## config.mk

```make
export PLATFORM = sky130hd
export DESIGN_NAME = pr_accum
export DESIGN_NICKNAME = d
export VERILOG_FILES = /design/src/rtl/pr_pkg.sv /design/src/rtl/pr_fxmul.sv /design/src/rtl/pr_accum.sv
export SDC_FILE = /design/constraint.sdc
export NUM_CORES = 2
export LEC_CHECK = 0
export CORE_MARGIN = 2
export CORE_UTILIZATION = 55
export DETAILED_ROUTE_END_ITERATION = 7
export PLACE_DENSITY_LB_ADDON = 0.12
export SYNTH_ARGS = -nofsm -noshare
export SYNTH_HDL_FRONTEND = slang
export SYNTH_SLANG_ARGS = --single-unit
```

## constraint.sdc

```tcl
create_clock -name clk -period 8.93 [get_ports clk]
set_clock_uncertainty 0.2 [all_clocks]
set_input_delay 1.786 -clock clk [delete_from_list [all_inputs] [get_ports clk]]
set_output_delay 1.786 -clock clk [all_outputs]
set_load 0.02 [all_outputs]
```

## src/rtl/pr_pkg.sv

```systemverilog
// Shared widths, Q32.32 constants and FSM state encoding for the PageRank accumulator.
package pr_pkg;

  localparam int unsigned INT_W  = 64;
  localparam int unsigned FRAC_W = 32;

  localparam logic [63:0] DAMP_Q = 64'h0000_0000_D999_999A;
  localparam logic [63:0] ONE_Q  = 64'h0000_0001_0000_0000;

  typedef enum logic [2:0] {
    IDLE      = 3'd0,
    LOAD_VERT = 3'd1,
    ACCUM     = 3'd2,
    SCALE     = 3'd3,
    EMIT      = 3'd4
  } state_e;

endpackage

```

## src/rtl/pr_fxmul.sv

```systemverilog
// Combinational unsigned fixed-point multiply: returns the Q-format middle slice of
// the full product plus a flag for nonzero bits above it.
module pr_fxmul
  import pr_pkg::*;
#(
  parameter int unsigned DATA_W    = INT_W,
  parameter int unsigned FRAC_BITS = FRAC_W
) (
  input  logic [DATA_W-1:0] a,
  input  logic [DATA_W-1:0] b,
  output logic [DATA_W-1:0] prod_c,
  output logic              ovf_c
);

  localparam int unsigned PROD_W = 2 * DATA_W;

  logic [PROD_W-1:0] full;
  logic              unused_lo;

  assign full      = PROD_W'(a) * PROD_W'(b);
  assign prod_c    = full[FRAC_BITS +: DATA_W];
  assign ovf_c     = |full[PROD_W-1 : FRAC_BITS + DATA_W];
  // Fraction bits below the result are dropped by design.
  assign unused_lo = ^full[FRAC_BITS-1:0];

endmodule

```

## src/rtl/pr_accum.sv

```systemverilog
// PageRank per-vertex accumulator: sums in-edge contributions, applies damping and
// base term, and streams new ranks. Define PR_ACCUM_SAT_EN for saturating arithmetic.
module pr_accum #(
  parameter int unsigned          INT_W  = pr_pkg::INT_W,
  parameter int unsigned          FRAC_W = pr_pkg::FRAC_W,
  parameter logic [INT_W-1:0]     DAMP_Q = INT_W'(pr_pkg::DAMP_Q)
) (
  input  logic             clk,
  input  logic             reset_n,
  input  logic             start,
  input  logic [INT_W-1:0] n_vertices,
  input  logic [INT_W-1:0] base_term,
  input  logic             vert_valid,
  output logic             vert_ready,
  input  logic [INT_W-1:0] vert_deg,
  input  logic             edge_valid,
  output logic             edge_ready,
  input  logic [INT_W-1:0] edge_contrib,
  output logic             rank_valid,
  input  logic             rank_ready,
  output logic [INT_W-1:0] rank_vid,
  output logic [INT_W-1:0] rank_data,
  output logic             done
);

  pr_pkg::state_e   state_q, state_nxt;
  logic [INT_W-1:0] n_q, n_nxt;
  logic [INT_W-1:0] base_q, base_nxt;
  logic [INT_W-1:0] remaining_q, remaining_nxt;
  logic [INT_W-1:0] sum_q, sum_nxt;
  logic [INT_W-1:0] vid_nxt, rank_data_nxt;
  logic             done_nxt, vert_ready_nxt, edge_ready_nxt, rank_valid_nxt;

  logic [INT_W-1:0] mul_prod_c;
  logic             mul_ovf_c;
  logic [INT_W:0]   acc_full, rank_full;
  logic [INT_W-1:0] acc_sum, prod_adj, rank_sum;

  pr_fxmul #(
    .DATA_W   (INT_W),
    .FRAC_BITS(FRAC_W)
  ) u_fxmul (
    .a     (sum_q),
    .b     (DAMP_Q),
    .prod_c(mul_prod_c),
    .ovf_c (mul_ovf_c)
  );

  assign acc_full  = {1'b0, sum_q} + {1'b0, edge_contrib};
  assign rank_full = {1'b0, base_q} + {1'b0, prod_adj};

`ifdef PR_ACCUM_SAT_EN
  assign acc_sum  = acc_full[INT_W]  ? '1 : acc_full[INT_W-1:0];
  assign prod_adj = mul_ovf_c        ? '1 : mul_prod_c;
  assign rank_sum = rank_full[INT_W] ? '1 : rank_full[INT_W-1:0];
`else
  logic unused_carry;
  assign acc_sum      = acc_full[INT_W-1:0];
  assign prod_adj     = mul_prod_c;
  assign rank_sum     = rank_full[INT_W-1:0];
  // Wrapping build drops carries and the high product bits.
  assign unused_carry = ^{acc_full[INT_W], rank_full[INT_W], mul_ovf_c};
`endif

  // Next-state and next-register computation.
  always_comb begin
    state_nxt     = state_q;
    n_nxt         = n_q;
    base_nxt      = base_q;
    remaining_nxt = remaining_q;
    sum_nxt       = sum_q;
    vid_nxt       = rank_vid;
    rank_data_nxt = rank_data;
    done_nxt      = done;

    case (state_q)
      pr_pkg::IDLE: begin
        if (start) begin
          n_nxt    = n_vertices;
          base_nxt = base_term;
          vid_nxt  = '0;
          if (n_vertices == '0) begin
            done_nxt = 1'b1;
          end else begin
            done_nxt  = 1'b0;
            state_nxt = pr_pkg::LOAD_VERT;
          end
        end
      end
      pr_pkg::LOAD_VERT: begin
        if (vert_valid && vert_ready) begin
          remaining_nxt = vert_deg;
          sum_nxt       = '0;
          state_nxt     = (vert_deg != '0) ? pr_pkg::ACCUM : pr_pkg::SCALE;
        end
      end
      pr_pkg::ACCUM: begin
        if (edge_valid && edge_ready) begin
          sum_nxt       = acc_sum;
          remaining_nxt = remaining_q - INT_W'(1);
          if (remaining_q == INT_W'(1)) state_nxt = pr_pkg::SCALE;
        end
      end
      pr_pkg::SCALE: begin
        rank_data_nxt = rank_sum;
        state_nxt     = pr_pkg::EMIT;
      end
      pr_pkg::EMIT: begin
        if (rank_valid && rank_ready) begin
          if (rank_vid == n_q - INT_W'(1)) begin
            done_nxt  = 1'b1;
            state_nxt = pr_pkg::IDLE;
          end else begin
            vid_nxt   = rank_vid + INT_W'(1);
            state_nxt = pr_pkg::LOAD_VERT;
          end
        end
      end
      default: state_nxt = pr_pkg::IDLE;
    endcase

    // Handshake flags are registered decodes of the upcoming state.
    vert_ready_nxt = (state_nxt == pr_pkg::LOAD_VERT);
    edge_ready_nxt = (state_nxt == pr_pkg::ACCUM);
    rank_valid_nxt = (state_nxt == pr_pkg::EMIT);
  end

  always_ff @(posedge clk or negedge reset_n) begin
    if (!reset_n) begin
      state_q     <= pr_pkg::IDLE;
      n_q         <= '0;
      base_q      <= '0;
      remaining_q <= '0;
      sum_q       <= '0;
      rank_vid    <= '0;
      rank_data   <= '0;
      done        <= 1'b0;
      vert_ready  <= 1'b0;
      edge_ready  <= 1'b0;
      rank_valid  <= 1'b0;
    end else begin
      state_q     <= state_nxt;
      n_q         <= n_nxt;
      base_q      <= base_nxt;
      remaining_q <= remaining_nxt;
      sum_q       <= sum_nxt;
      rank_vid    <= vid_nxt;
      rank_data   <= rank_data_nxt;
      done        <= done_nxt;
      vert_ready  <= vert_ready_nxt;
      edge_ready  <= edge_ready_nxt;
      rank_valid  <= rank_valid_nxt;
    end
  end

endmodule
```

==> impl_metrics.csv <==
group,metric,value,unit
sta,hold_violations,0,
layout,regArea,0.00983,mm2
worst_hold_path,hp-class,"reg -> reg",
layout,drive_above_1_share,19.3,%
yosys,ys_warn_count,0,
routing,viasPerCell,5.66,
routing,wl_met1,74900,um
yosys,synth_area_leaders,"fa_1 30%, dfrtp_1 17%, ha_1 13%",
setup_path,slowest_stage,"fa_1",
global_route,grt_remaining_overflow,0,
global_route,grt_max_degree,159,
floorplanning,io_pins,394,
yosys,synth_edf_count,0,
floorplanning,core,0.103,mm2
floorplanning,die_y,326,um
clock_network,clock-sinks,391,
clock_network,clock_latency,680,ps
yosys,yosys.cell_types.count,97,
clock_network,cts-htree-levels,2,
layout,nNetsFinal,9180,
placement,gp_congestion,1.05,
global_route,grt_pass1_vias,52500,
setup_path,path_class,"reg -> reg",
layout,multiInputGateArea,0.0445,mm2
yosys,synth_most_common_cell,"inv_1",
routing,drc,0,
sta,tightest_slew,1260,ps
routing,dr_wl_met2,101000,um
global_route,antenna_found_initial,9,
yosys,synth-seq-area-share,17.1,%
setup_path,cp_data_required_time,9340,ps
layout,area_delta_synth_final,28.7,%
sta,whs,283,ps
global_route,track_usage,38.2,%
floorplanning,rows,118,
yosys,syn_area,0.0571,mm2
layout,fill_cells,8072,
sta,finalSetupViolCount,41,
setup_path,cpMostUsedCell,"fa_1",
routing,drt_iter0_drc,3654,
clock_network,cts_tree,"yes",
global_route,grt_pass1_wl,308000,um
sta,finalCritPeriodShare,107,%
setup_path,slowest_delay,610,ps
routing,top_layer,"met5",
setup_path,cp-start-kind,"flop",
yosys,ys.flop_type,"dfrtp_1",
yosys,synth_top_area_share,29.8,%
clock_network,cts_buffers,50,
setup_path,endpoint_kind,"flop",
sta,fmax,105,MHz
floorplanning,dieWidth,326,um
clock_network,cts_buffer_depth,3,
yosys,synth_top_cell_by_area,"fa_1",
floorplanning,start_util,55.3,%
setup_path,critPathTopFamily,"adder cells",
clock_network,ctsRootBufferMaster,"clkbuf_16",
sta,rsz0062_at_grt,"yes",
routing,wl_met3,10900,um
routing,wl_per_cell,22.7,um
job,cap_violations,0,
clock_network,hold_buffers,0,
sta,fin_crit,9530,ps
setup_path,cp-startpoint,"sum_q[14]$_DFFE_PN0P_",
sta,maxSlewViolCount,0,
worst_hold_path,hold_start,"base_q[36]$_DFFE_PN0P_",
sta,fin_ws,-604,ps
floorplanning,die-area,0.106,mm2
yosys,synth_compound_area_share,11.7,%
yosys,synth_top_family_by_area,"adder cells",
setup_path,r2r-start,"sum_q[14]$_DFFE_PN0P_",
yosys,synth_nets,7972,
sta,relSlewSlack,15.7,%
outcome,violations,"setup timing",
placement,portBuffers,393,
yosys,synthArstFlopShare,100,%
clock_network,path_clk_slew,60,ps
yosys,synth-xor-area-share,5.27,%
placement,dpl.hpwl,170000,um
yosys,ys_top_cells_by_count,"1,184 x inv_1, 851 x fa_1, 705 x nand2_1, 588 x ha_1, 391 x dfrtp_1",
routing,firstDrtPassIters,6,
yosys,synthAdderAreaFrac,42.7,%
setup_path,arrival,9940,ps
routing,ant_nets,0,
yosys,synth.area.mux_share,0.300,%
setup_path,worstPathMaxFanout,7,
yosys,synth_simple_gate_area_share,13.9,%
yosys,synthCells,6271,
yosys,ys_seq_elements,391,
yosys,avgSynthCellArea,9.11,um2
outcome,status,"complete, but fails checks",
routing,wirelength,202000,um
routing,vias,50400,
setup_path,crit_buf_inv,6,
-- cell type report --
type                       count  share of cell area (%)
multi-input combinational   4526                    60.5
timing repair buffer        1326                    15.2
sequential                   391                    13.4
inverter                    1184                    6.05
tap                         1380                    2.35
clock buffer                  63                    1.85
clock inverter                25                   0.614
antenna                        6                  0.0204
-- cells in the final DEF, fill, tap and decap left out, types with 180 or more instances in the layout --
cell             Yosys  routed
a21oi_1            338     284
buf_4                0     882
clkdlybuf4s50_1      0     392
dfrtp_1            391     355
fa_1               851     833
ha_1               588     518
inv_1             1184    1161
nand2_1            705     693
nor2_1             268     254
o21ai_0            254     180
-- state kept, by name, summed over array words and instances, names as in the netlist --
name	cells
edge_ready	1
rank_data	64
base_q	64
state_q	3
rank_valid	1
rank_vid	64
sum_q	64
n_q	64
vert_ready	1
remaining_q	64
done	1
-- layer usage --
| metal | GRT usage [%] | vias up |
|---|---|---|
| li1 | - | 22900 |
| met1 | 45.6 | 25000 |
| met2 | 65.9 | 1868 |
| met3 | 4.86 | 578 |
| met4 | 23.1 | 2 |
| met5 | 0 | - |
-- path summary, 6_finish.rpt --
| check | end | slack, ps | cells past startpoint |
|---|---|---|---|
| setup / recovery | rank_data[62]$_DFFE_PN0N_ | -600 | 40 |
| hold / removal | base_q[36]$_DFFE_PN0P_ | 280 | 2 |
| setup reg to reg | rank_data[62]$_DFFE_PN0N_ | -600 | 40 |
| hold reg to reg | base_q[36]$_DFFE_PN0P_ | 280 | 2 |
| max in group asynchronous | n_q[6]$_DFFE_PN0P_ | 5620 | 3 |
| min in group asynchronous | rank_data[4]$_DFFE_PN0N_ | 850 | 1 |
-- worst reg2reg max path: cells and delay by family, from the launching register on --
kind            cells  cell delay (ps)
flops               1              450
buf+inv             6              710
compound gates     16             2540
xor+xnor            2              320
simple gates        6              980
fa+ha+maj          10             4330
-- kinds of logic after synthesis --
group | count (synthesis)
and+or+nand+nor | 1646
adders and majority gates | 1440
muxes | 17
xor gates and xnor gates | 344
DFF | 391
AOI/OAI and AO/OA | 1079
buffers and inverters | 1354
-- what timing repair did --
action                                  4_1_cts  5_1_grt
endpoints found under the setup margin       47       51
gates resized for setup                     255      222
buffers inserted                             57       40
pin swaps                                   134      148
-- metrics by stage --
step                      utilization (%)  area (um2)  setup slack, ps  setup TNS, ps  instances
after floorplan                         -       57600            -28.4          -28.4       6271
after global placement               67.0       69100             -853         -21280       8732
after detailed placement             67.0       69100             -938         -23890       8732
after CTS                            70.2       72500             -490          -9080       8872
after global routing                 71.2       73500             -948         -29250       8901
final                                71.2       73500             -604         -12510       8901
Power is left out: the tool's default activity adds up to more than one toggle a clock period on the data nets, which glitch-free logic cannot reach.
